--- config.mk ---
export PLATFORM = sky130hd
export DESIGN_NAME = round_sequencer
export DESIGN_NICKNAME = d
export VERILOG_FILES = /design/src/rtl/round_sequencer.sv
export SDC_FILE = /design/constraint.sdc
export NUM_CORES = 1
export LEC_CHECK = 0
export ABC_AREA = 1
export BUFFER_PORTS_ARGS = -buffer_cell sky130_fd_sc_hd__clkbuf_2
export CORE_MARGIN = 2
export CORE_UTILIZATION = 25
export CTS_CLUSTER_DIAMETER = 50
export DETAILED_ROUTE_END_ITERATION = 10
export PLACE_DENSITY = 0.46
export SETUP_SLACK_MARGIN = 0.15
export SYNTH_ARGS = -nofsm -noshare
export SYNTH_HDL_FRONTEND = slang
export SYNTH_SLANG_ARGS = --single-unit
--- constraint.sdc ---
create_clock -name clk -period 1.45 [get_ports clk]
set_input_delay 0.145 -clock clk [delete_from_list [all_inputs] [get_ports clk]]
set_output_delay 0.145 -clock clk [all_outputs]
set_load 0.005 [all_outputs]
--- src/rtl/round_sequencer.sv ---
// Reflex-trainer round controller: IDLE -> COUNTDOWN -> PLAY -> RESULT, game tick, round timer, scores, respawn.
// Optional: define ROUND_ABORT_EN to let start_pulse abort a round in PLAY back to IDLE.
module round_sequencer #(
    parameter int TICK_DIV      = 100000000,
    parameter int ROUND_SEC     = 30,
    parameter int COUNTDOWN_SEC = 3,
    parameter int TARGET_SEC    = 2
) (
    input  logic       clk,
    input  logic       rst,
    input  logic       start_pulse,
    input  logic       hit_pulse,
    output logic [1:0] state,
    output logic       jump_start,
    output logic [1:0] countdown,
    output logic [4:0] elasped_time,
    output logic [6:0] game_score,
    output logic [6:0] home_score,
    output logic       spawn_req,
    output logic [6:0] miss_count
);

    localparam int CW = $clog2(TICK_DIV);

    typedef enum logic [1:0] {
        IDLE      = 2'd0,
        COUNTDOWN = 2'd1,
        PLAY      = 2'd2,
        RESULT    = 2'd3
    } state_t;

    state_t        state_reg;
    logic [CW-1:0] tick_cnt_reg;
    logic [1:0]    countdown_reg;
    logic [4:0]    elapsed_reg;
    logic [6:0]    game_score_reg;
    logic [6:0]    home_score_reg;
    logic [6:0]    miss_reg;
    logic [2:0]    target_timer_reg;
    logic          spawn_reg;
    logic          jump_reg;

    logic          tick;
    logic          last_tick;
    logic          abort;
    logic [6:0]    score_inc;
    logic [6:0]    miss_inc;

    assign tick      = (tick_cnt_reg == CW'(TICK_DIV - 1));
    assign last_tick = tick && (elapsed_reg == 5'(ROUND_SEC - 1));
    assign score_inc = (game_score_reg >= 7'd99) ? 7'd99 : game_score_reg + 7'd1;
    assign miss_inc  = (miss_reg >= 7'd99) ? 7'd99 : miss_reg + 7'd1;

`ifdef ROUND_ABORT_EN
    assign abort = start_pulse;
`else
    assign abort = 1'b0;
`endif

    always_ff @(posedge clk) begin
        if (rst) begin
            state_reg        <= IDLE;
            tick_cnt_reg     <= '0;
            countdown_reg    <= '0;
            elapsed_reg      <= '0;
            game_score_reg   <= '0;
            home_score_reg   <= '0;
            miss_reg         <= '0;
            target_timer_reg <= '0;
            spawn_reg        <= 1'b0;
            jump_reg         <= 1'b0;
        end else begin
            spawn_reg <= 1'b0;
            jump_reg  <= 1'b0;
            case (state_reg)
                IDLE: begin
                    tick_cnt_reg <= '0;
                    if (start_pulse) begin
                        state_reg     <= COUNTDOWN;
                        countdown_reg <= 2'(COUNTDOWN_SEC);
                    end
                end
                COUNTDOWN: begin
                    if (tick) begin
                        tick_cnt_reg <= '0;
                        if (countdown_reg == 2'd1) begin
                            state_reg        <= PLAY;
                            countdown_reg    <= '0;
                            jump_reg         <= 1'b1;
                            elapsed_reg      <= '0;
                            game_score_reg   <= '0;
                            miss_reg         <= '0;
                            target_timer_reg <= '0;
                        end else begin
                            countdown_reg <= countdown_reg - 2'd1;
                        end
                    end else begin
                        tick_cnt_reg <= tick_cnt_reg + CW'(1);
                    end
                end
                PLAY: begin
                    if (abort) begin
                        state_reg        <= IDLE;
                        tick_cnt_reg     <= '0;
                        elapsed_reg      <= '0;
                        game_score_reg   <= '0;
                        miss_reg         <= '0;
                        target_timer_reg <= '0;
                    end else begin
                        tick_cnt_reg <= tick ? '0 : tick_cnt_reg + CW'(1);
                        if (tick) begin
                            elapsed_reg <= elapsed_reg + 5'd1;
                        end
                        // The closing edge latches the final score, including a hit on that same edge.
                        if (last_tick) begin
                            state_reg      <= RESULT;
                            home_score_reg <= hit_pulse ? score_inc : game_score_reg;
                        end
                        if (hit_pulse) begin
                            game_score_reg   <= score_inc;
                            target_timer_reg <= '0;
                        end else if (tick && !last_tick) begin
                            if (target_timer_reg == 3'(TARGET_SEC - 1)) begin
                                spawn_reg        <= 1'b1;
                                miss_reg         <= miss_inc;
                                target_timer_reg <= '0;
                            end else begin
                                target_timer_reg <= target_timer_reg + 3'd1;
                            end
                        end
                    end
                end
                RESULT: begin
                    tick_cnt_reg <= '0;
                    if (start_pulse) begin
                        state_reg     <= COUNTDOWN;
                        countdown_reg <= 2'(COUNTDOWN_SEC);
                    end
                end
                default: begin
                    state_reg <= IDLE;
                end
            endcase
        end
    end

    assign state        = state_reg;
    assign jump_start   = jump_reg;
    assign countdown    = countdown_reg;
    assign elasped_time = elapsed_reg;
    assign game_score   = game_score_reg;
    assign home_score   = home_score_reg;
    assign spawn_req    = spawn_reg;
    assign miss_count   = miss_reg;

endmodule

==> results.toml <==
[setup_path]
crit_required_ns = 1.67
cp_max_fo = 7
crit_arrival_ns = 1.89
end_kind = "flip-flop"
worstSetupPathType = "reg -> reg"
cp-start-kind = "flip-flop"

[global_route]
grt_pass1_vias = 3382
antenna_found_initial = 0
grt_pass1_wl_um = 15800
globalRouteOverflowTotal = 0
grt_usage_pct = 13.6
grt_max_degree = 17

[route]
wl_per_cell_um = 11.7
vias = 3578
drt_pre_antenna_iters = 5
detail_route.iter0.violations = 152
drtAntennaViolNets = 0
routed_via_density = 4.29
postRouteWirelength_um = 9790
drc = 0

[logic_synthesis]
synth_edf_count = 0
ys_seq_elements = 62
synth.top_cell.area_share_pct = 36.7
syn_inst = 498
yosysSeqAreaShare_pct = 36.7
ys_top_cells_by_area = "dfxtp_1, nand2_1, nor2_1"
async_flop_share_pct = 0
synth_top_cell_by_area = "dfxtp_1"
synth_ff_type = "dfxtp_1"
netlist-cell-type-count = 37
syn_area_um2 = 3380
syn_avg_cell_area_um2 = 6.79
synth_nets = 511
yosys_warnings = 0

[final_layout]
layout_common_cells = "buf_4, nand2_1, nor2_1"
layout_commonest_cell = "buf_4"
area_growth_pct = 54.7
fillers = 1440
layout.cells.non_filler = 834
nets = 668
largest_reg_flops = 27
finalInstanceArea_um2 = 5230
seq_area_um2 = 1250
multi_input_area_um2 = 2160
diodes = 0
drive_gt1_share_pct = 38.1

[sta]
fmax_mhz = 600
tightest_slew_ns = 0.323
fin_setup_tns_ns = -8.74
slew_headroom_pct = 78.3
rsz0062_at_grt = "true"
worst_slack_ns = -0.218
setup_viol = 62
period_share_pct = 115
hold_violations = 0
fin_crit_ns = 1.67
maxSlewViolCount = 0
finalClockSkew_ns = 0.00929

[run_status]
violations = "setup timing"
status = "finished, violations left"

[clock_network]
cts_sinks = 62
cts_buffer_depth = 2
cts_htree_levels = 3
cts_tree = "built"
numCtsBuffers = 9
clk_pin_slew_ns = 0.06
clk-insertion-delay-late_ns = 0.33
cts_root_buf = "clkbuf_16"

[die]
initial_core_util_pct = 25.5
ioPinCount = 36
die_h_um = 120
fp-row-count = 42
die_w_um = 120
core_area_um2 = 13200
dieArea_um2 = 14500

[power_and_ir_drop]
peakVddDrop_mv = 0.582
p_per_area_nw_per_um2 = 1360
p_leak_uw = 0.00227

[placement]
place_hpwl_um = 7400
dp_slack_ns = -0.224
gp_congestion = 0.818
portBuffers = 35
placed_cell_area_um2 = 4610
dp_cells = 807

[hold_path]
hp-class = "in -> reg"

[run]
maxCapViolations = 0
-- cells in the mapped netlist, types with 3 or more instances --
| cell type | n |
|---|---|
| inv_1 | 54 |
| or2_2 | 3 |
| nand3_2 | 3 |
| nand2_2 | 6 |
| nor3_1 | 18 |
| a21oi_1 | 28 |
| o21ai_0 | 17 |
| ha_1 | 9 |
| nor4_1 | 5 |
| nand3_1 | 29 |
| nor2_4 | 5 |
| clkbuf_1 | 3 |
| nor2_1 | 86 |
| nand4_1 | 14 |
| inv_2 | 4 |
| nand2_1 | 113 |
| and3_1 | 3 |
| xnor2_1 | 6 |
| dfxtp_1 | 62 |
| xor2_1 | 7 |
-- layout make-up --
type                    instances  share of cell area [%]
inverters                      59                    4.47
clock inverters                 5                    1.00
well taps                     176                    4.21
repair buffers                151                    20.9
flip-flops and latches         62                    23.8
multi-input cells             372                    41.3
clock buffers                   9                    4.30
-- timing repair --
item | CTS | global route
gates resized for setup | 13 | 59
hold buffers | 0 | 0
pin swaps | 10 | 26
setup endpoints to repair | 62 | 62
buffers inserted | 7 | 5
cloned | 1 | 0
-- stage by stage --
step	hold slack (ns)	util (%)	total power (uW)
3_3_place_gp	0.443	34.8	4570
5_1_grt	0.197	39.5	7600
2_1_floorplan	0.222	-	3520
6_report	0.184	39.5	7140
3_5_place_dp	0.452	34.8	4600
4_1_cts	0.173	37.9	6780
-- metal layers --
metal	share of wire, %	track usage, %	up-vias	wire [um]
li1	-	-	1926	-
met1	50	18.3	1601	4940
met3	3.2	3.02	7	309
met4	1.1	4.22	0	111
met5	0	0	-	0
met2	45	21.8	44	4440
-- cells by family after synthesis --
group	count (synthesis)	share of synthesized area, %
simple gates	296	40.4
buf+inv	65	7.29
flops	62	36.7
compound gates	53	8.91
xor+xnor	13	3.37
fa+ha+maj	9	3.33
-- critical path, stage by stage (launching register included) --
cell and delay [ns]:
dfxtp_2 0.35, ha_4 0.15, nand2_4 0.07, nor2_4 0.14, nand2_4 0.09, nor2_8 0.13, nand2_8 0.11, nor2_4 0.22
buf_4 0.16, xnor2_1 0.10, nor2_1 0.05
-- report_power, final --
part           switching, uW  internal [uW]
logic                   1630           1380
clock network            760           1300
registers                177           1890
total                   2570           4570
-- final timing paths --
| check | startpoint | endpoint | slack, ns | cells after the start |
|---|---|---|---|---|
| max | tick_cnt_reg[0]$_SDFF_PP0_ | elasped_time[0]$_SDFFE_PP0P_ | -0.22 | 10 |
| min | rst | game_score[2]$_SDFFE_PP0P_ | 0.18 | 3 |
| max reg2reg | tick_cnt_reg[0]$_SDFF_PP0_ | elasped_time[0]$_SDFFE_PP0P_ | -0.22 | 10 |
| min reg2reg | tick_cnt_reg[25]$_SDFF_PP0_ | tick_cnt_reg[25]$_SDFF_PP0_ | 0.46 | 2 |
No activity file was read; power rests on OpenSTA's default activity.
